## src/rtl/fsk_period_decoder.sv

```systemverilog
// fsk_period_decoder
// Receive front end for the FSK link. The raw pulse train is synchronised,
// rising edges are detected, and the clk-cycle spacing between consecutive
// edges is classified as symbol 0 (low tone), symbol 1 (high tone) or
// invalid. CYC_PER_BIT consecutive equal symbols make one bit; bits are
// packed LSB first into bytes.
//
// Ports
//   clk        : rising-edge clock for all logic
//   reset      : synchronous, active-high
//   ena        : receiver enable; low forces IDLE and drops any partial byte
//   pulse_in   : asynchronous FSK pulse train from the pad
//   data_out   : last completed byte, held until the next one completes
//   data_valid : one-cycle strobe in the cycle data_out takes a new byte
//   sym_err    : one-cycle strobe on an invalid period or a mixed-class bit
//   frame_err  : one-cycle strobe on a timeout while a partial byte is pending
//   busy       : high whenever the receiver is not IDLE
//
// Handshake: data_out/data_valid is a push-only interface. There is no ready
// input; the consumer must take data_out in the cycle data_valid is high
// (data_out also stays stable afterwards until the next strobe). At most one
// of data_valid, sym_err and frame_err is high in any cycle.

module fsk_period_decoder #(
  parameter int CNT_W       = 16,
  parameter int F0_MIN      = 90,
  parameter int F0_MAX      = 110,
  parameter int F1_MIN      = 45,
  parameter int F1_MAX      = 55,
  parameter int CYC_PER_BIT = 4,
  parameter int TIMEOUT     = 400
) (
  input  logic       clk,
  input  logic       reset,
  input  logic       ena,
  input  logic       pulse_in,
  output logic [7:0] data_out,
  output logic       data_valid,
  output logic       sym_err,
  output logic       frame_err,
  output logic       busy
);

  typedef enum logic {
    ST_IDLE  = 1'b0,
    ST_ARMED = 1'b1
  } state_t;

  localparam logic [CNT_W-1:0] F0_LO     = CNT_W'(F0_MIN);
  localparam logic [CNT_W-1:0] F0_HI     = CNT_W'(F0_MAX);
  localparam logic [CNT_W-1:0] F1_LO     = CNT_W'(F1_MIN);
  localparam logic [CNT_W-1:0] F1_HI     = CNT_W'(F1_MAX);
  localparam logic [CNT_W-1:0] TIMEOUT_C = CNT_W'(TIMEOUT);
  localparam logic [CNT_W-1:0] CNT_MAX   = '1;
  localparam logic [3:0]       SYM_LAST  = 4'(CYC_PER_BIT - 1);

  state_t           state;
  logic             sync1;
  logic             sync2;
  logic             sync_prev;
  logic             edge_evt;
  logic [CNT_W-1:0] period_cnt;
  logic [3:0]       sym_cnt;
  logic [2:0]       bit_cnt;
  logic             cur_sym;
  logic [7:0]       shift_reg;

  logic             is_sym0;
  logic             is_sym1;
  logic             sym_val;
  logic             sym_bad;

  // Two-flop synchroniser plus one edge register.
  always_ff @(posedge clk) begin
    if (reset) begin
      sync1     <= 1'b0;
      sync2     <= 1'b0;
      sync_prev <= 1'b0;
    end else begin
      sync1     <= pulse_in;
      sync2     <= sync1;
      sync_prev <= sync2;
    end
  end

  assign edge_evt = sync2 & ~sync_prev;

  // The counter is loaded with 1 on an edge so that, in the cycle of the
  // next edge, it holds exactly the number of cycles between the two edges.
  always_ff @(posedge clk) begin
    if (reset) begin
      period_cnt <= '0;
    end else if (edge_evt) begin
      period_cnt <= CNT_W'(1);
    end else if (period_cnt != CNT_MAX) begin
      period_cnt <= period_cnt + CNT_W'(1);
    end
  end

  assign is_sym0 = (period_cnt >= F0_LO) && (period_cnt <= F0_HI);
  assign is_sym1 = (period_cnt >= F1_LO) && (period_cnt <= F1_HI);
  assign sym_val = is_sym1;
  // A class change only matters once the current bit has started.
  assign sym_bad = !(is_sym0 || is_sym1) ||
                   ((sym_cnt != 4'd0) && (sym_val != cur_sym));

  always_ff @(posedge clk) begin
    if (reset) begin
      state      <= ST_IDLE;
      busy       <= 1'b0;
      data_out   <= 8'h00;
      data_valid <= 1'b0;
      sym_err    <= 1'b0;
      frame_err  <= 1'b0;
      sym_cnt    <= 4'd0;
      bit_cnt    <= 3'd0;
      cur_sym    <= 1'b0;
      shift_reg  <= 8'h00;
    end else begin
      data_valid <= 1'b0;
      sym_err    <= 1'b0;
      frame_err  <= 1'b0;
      if (!ena) begin
        state   <= ST_IDLE;
        busy    <= 1'b0;
        sym_cnt <= 4'd0;
        bit_cnt <= 3'd0;
      end else begin
        case (state)
          ST_IDLE: begin
            sym_cnt <= 4'd0;
            bit_cnt <= 3'd0;
            // First edge is only the timing reference; nothing is classified.
            if (edge_evt) begin
              state <= ST_ARMED;
              busy  <= 1'b1;
            end
          end
          ST_ARMED: begin
            if (edge_evt) begin
              if (sym_bad) begin
                sym_err <= 1'b1;
                sym_cnt <= 4'd0;
                bit_cnt <= 3'd0;
              end else if (sym_cnt == SYM_LAST) begin
                sym_cnt            <= 4'd0;
                shift_reg[bit_cnt] <= sym_val;
                if (bit_cnt == 3'd7) begin
                  data_out   <= {sym_val, shift_reg[6:0]};
                  data_valid <= 1'b1;
                end
                // Wraps from 7 to 0, restarting the next byte of a stream.
                bit_cnt <= bit_cnt + 3'd1;
              end else begin
                sym_cnt <= sym_cnt + 4'd1;
                cur_sym <= sym_val;
              end
            end else if (period_cnt >= TIMEOUT_C) begin
              state     <= ST_IDLE;
              busy      <= 1'b0;
              frame_err <= (sym_cnt != 4'd0) || (bit_cnt != 3'd0);
              sym_cnt   <= 4'd0;
              bit_cnt   <= 3'd0;
            end
          end
          default: begin
            state <= ST_IDLE;
            busy  <= 1'b0;
          end
        endcase
      end
    end
  end

endmodule

```

## config.mk

```make
export PLATFORM = sky130hd
export DESIGN_NAME = fsk_period_decoder
export DESIGN_NICKNAME = d
export VERILOG_FILES = /design/src/rtl/fsk_period_decoder.sv
export SDC_FILE = /design/constraint.sdc
export NUM_CORES = 1
export LEC_CHECK = 0
export CAP_MARGIN = 20
export CORE_ASPECT_RATIO = 0.9
export CORE_UTILIZATION = 33
export DETAILED_ROUTE_END_ITERATION = 8
export REMOVE_ABC_BUFFERS = 1
export SYNTH_ARGS = -nofsm -noshare
export SYNTH_HDL_FRONTEND = slang
export SYNTH_SLANG_ARGS = --single-unit
```

## constraint.sdc

```tcl
create_clock -name clk -period 5.85 [get_ports clk]
set_clock_uncertainty 0.1 [all_clocks]
set_input_delay 0.8775 -clock clk [delete_from_list [all_inputs] [get_ports clk]]
set_output_delay 0.8775 -clock clk [all_outputs]
set_load 0.05 [all_outputs]
```

==> summary.md <==
| Metric | Value |
|---|---|
| Core outline area | 7110 sq um |
| Minimum clock period | 2890 ps |
| Top-Level Pins | 16 |
| Total CTS buffers | 5 |
| Ys Warns | 0 |
| Yosys cell types | 52 |
| Run status | finished clean |
| Residual DRC count | 0 |
| Sequential area share after synthesis | 38.5% |
| Worst EP arrival | 2990 ps |
| Resize count post-CTS | 0 |
| Final HPWL DP | 3450 um |
| Worst-path clk slew | 100 ps |
| Area growth, synth to finish | 13.9% |
| Worst endpoint required time | 5950 ps |
| Post-layout util | approximately 39% |
| Commonest non-fill, non-tap cell in the layout | dfxtp_1 |
| Rel. slew slack | 48.9% |
| Max FFs per register | 16 |
| CP endpoint kind | register |
| Multi-input gate area | 1410 sq um |
| Cell chosen for the clock root | clkbuf_8 |
| Fin nets | 301 |
| Total Wirelength | 4870 um |
| Critical path class | reg -> reg |
| Peak VDD IR | 88.1 uV |
| Port Buffers | 15 |
| Die W | 92.8 um |
| Longest Clk Path Bufs | 2 |
| Post-DR wirelength/cell | 12.8 um |
| Cell area after synthesis | 2450 sq um |
| Max Freq | between 0.3 and 0.4 GHz |
| Final hold slack | 344 ps |
| Overflow after GRT | 0 |
| Setup violators final | 0 |
| Inserted Diodes | 0 |
| Num rows | 29 |
| Pre-CTS setup slack | 2890 ps |
| Clock tree sinks | 47 |
| Setup_tns | 0 ps |
| Placed insts | roughly 370 |
| Skew-Pair Late Insertion Delay | 310 ps |
| Avg Inst Size Synth | just under 9 sq um |
| Fin. max-slew vios | 0 |
| Top-area cell type share of the netlist area | about two fifths |
| RSZ-0062 raised after global routing | no |
| Final GP Congestion | 0.752 |
| P_leak | 0.878 nW |
| Most area-consuming cells after synthesis | dfxtp_1 38%, nor2_1 5.1%, ha_1 4.6%, mux2i_1 3.7%, nand3_1 3.5% |
| Area after DPL | 2670 sq um |
| DR pass1 iterations | 4 |
| Gr usage total | between 10% and 20% |
| ANT nets after route | 0 |
| Vias after detailed routing | about 1,900 |
| Vias in the first global route | 1,804 |
| EDFF count, synth | 0 |
| Syn Inst Count | 278 |
| Crit Path Max Fanout | 8 |
| Initial DRC count | about 100 |
| Hold_buf cts | 0 |
| Largest net degree at the start of global routing | 23 |
| Initial antenna violation count | 0 |
| TritonCTS clock tree | yes |
| Most frequent cells in the layout | 47 x dfxtp_1, 33 x nor2_1, 17 x nand2_1, 17 x nand3_1, 16 x a21oi_1 |
| Post-Layout Cell Count | 382 |
| Hold Crit Class | reg -> reg |
| Vias/cell | roughly 5.0 |
| Setup Buffers After CTS | 0 |
| H-Tree Depth | 2 |
| Power consumption | 0.599 mW |
| Largest area contributor in the netlist | dfxtp_1 |
| Post-synth top flop | dfxtp_1 |
| Final Hold Fails | 0 |
| Async S/R FF share, synth | 0% |
| Final instance area | 2790 sq um |
| Register area | about 940 sq um |
| Filler cells | 768 |
| Max Cap Violations | 0 |
| Ratio of cells with drive above 1 in the final layout | 9.34% |
| Startpoint Class | register |
| PwrDens | around 210 nW/um^2 |
| Global-route wire length before repair | 8600 um |
| Die Area | ~7800 sq um |
| #FFs+latches synth | 47 |
| Initial core utilization | 34.4% |
| Worst Tran Pin Value | around 760 ps |
| Die Ht | 83.7 um |
| Period utilization | 49.4% |
| Setup WS post-layout | 2960 ps |
[area by class of cell]
class | count | area share (%)
well taps | 93 | 4.18
clock buffers | 5 | 2.47
clock inverters | 3 | 1.71
repair buffers | 16 | 5.66
multi-input cells | 205 | 50.4
flip-flops and latches | 47 | 33.8
inverters | 13 | 1.75
[cells in the mapped netlist (all sizes together) (3+ instances only)]
cell type  count
nor4           3
nor3b          4
buf            4
and3           7
nand4          9
nor2b          7
inv           13
ha             9
nand2b         6
or3            3
xor2           4
clkbuf         9
a21oi         16
o21ai          7
nand3         17
nor3          10
a31oi          3
and4           4
a2111oi        3
nor2          33
xnor2          5
nand2         17
mux2i          9
dfxtp         47
[critical path, cell delays in order (launching register included)]
cell and delay [ps]:
dfxtp_1 410, ha_1 180, inv_1 70, nor3_1 590, nand2_1 330, a2111oi_4 800, mux2i_1 260, nor2_1 50
[per-layer routing]
metal	vias to the layer above	track usage (%)	wire length (um)
li1	1012	-	-
met2	20	20.9	2090
met5	-	0	0
met3	6	2.73	107
met4	0	4.62	76
met1	889	19.7	2600
[kinds of logic after synthesis]
family / after synthesis / share of synthesized area (%)
adder cells (fa/ha/maj): 9 / 4.60
multiplexers: 9 / 3.68
buffers and inverters: 26 / 4.09
AND/OR/NAND/NOR: 131 / 30.8
XOR/XNOR: 9 / 3.22
flip-flops: 47 / 38.5
AO/OA/AOI/OAI: 47 / 15.1
[where the power goes]
group	internal [mW]	switching (mW)	total [mW]
logic	0.00792	0.0131	0.0210
registers	0.323	0.00332	0.326
clock network	0.130	0.122	0.252
total	0.460	0.138	0.599
[final timing paths]
kind | startpoint | end | slack, ps | depth (start not counted)
worst min register to register | sync1 | sync2 | 340 | 1
worst min-delay path | sync1 | sync2 | 340 | 1
worst max-delay path | sym_cnt[0] | data_out[1] | 2960 | 7
worst max register to register | sym_cnt[0] | data_out[1] | 2960 | 7
(Power assumes the default switching activity.)
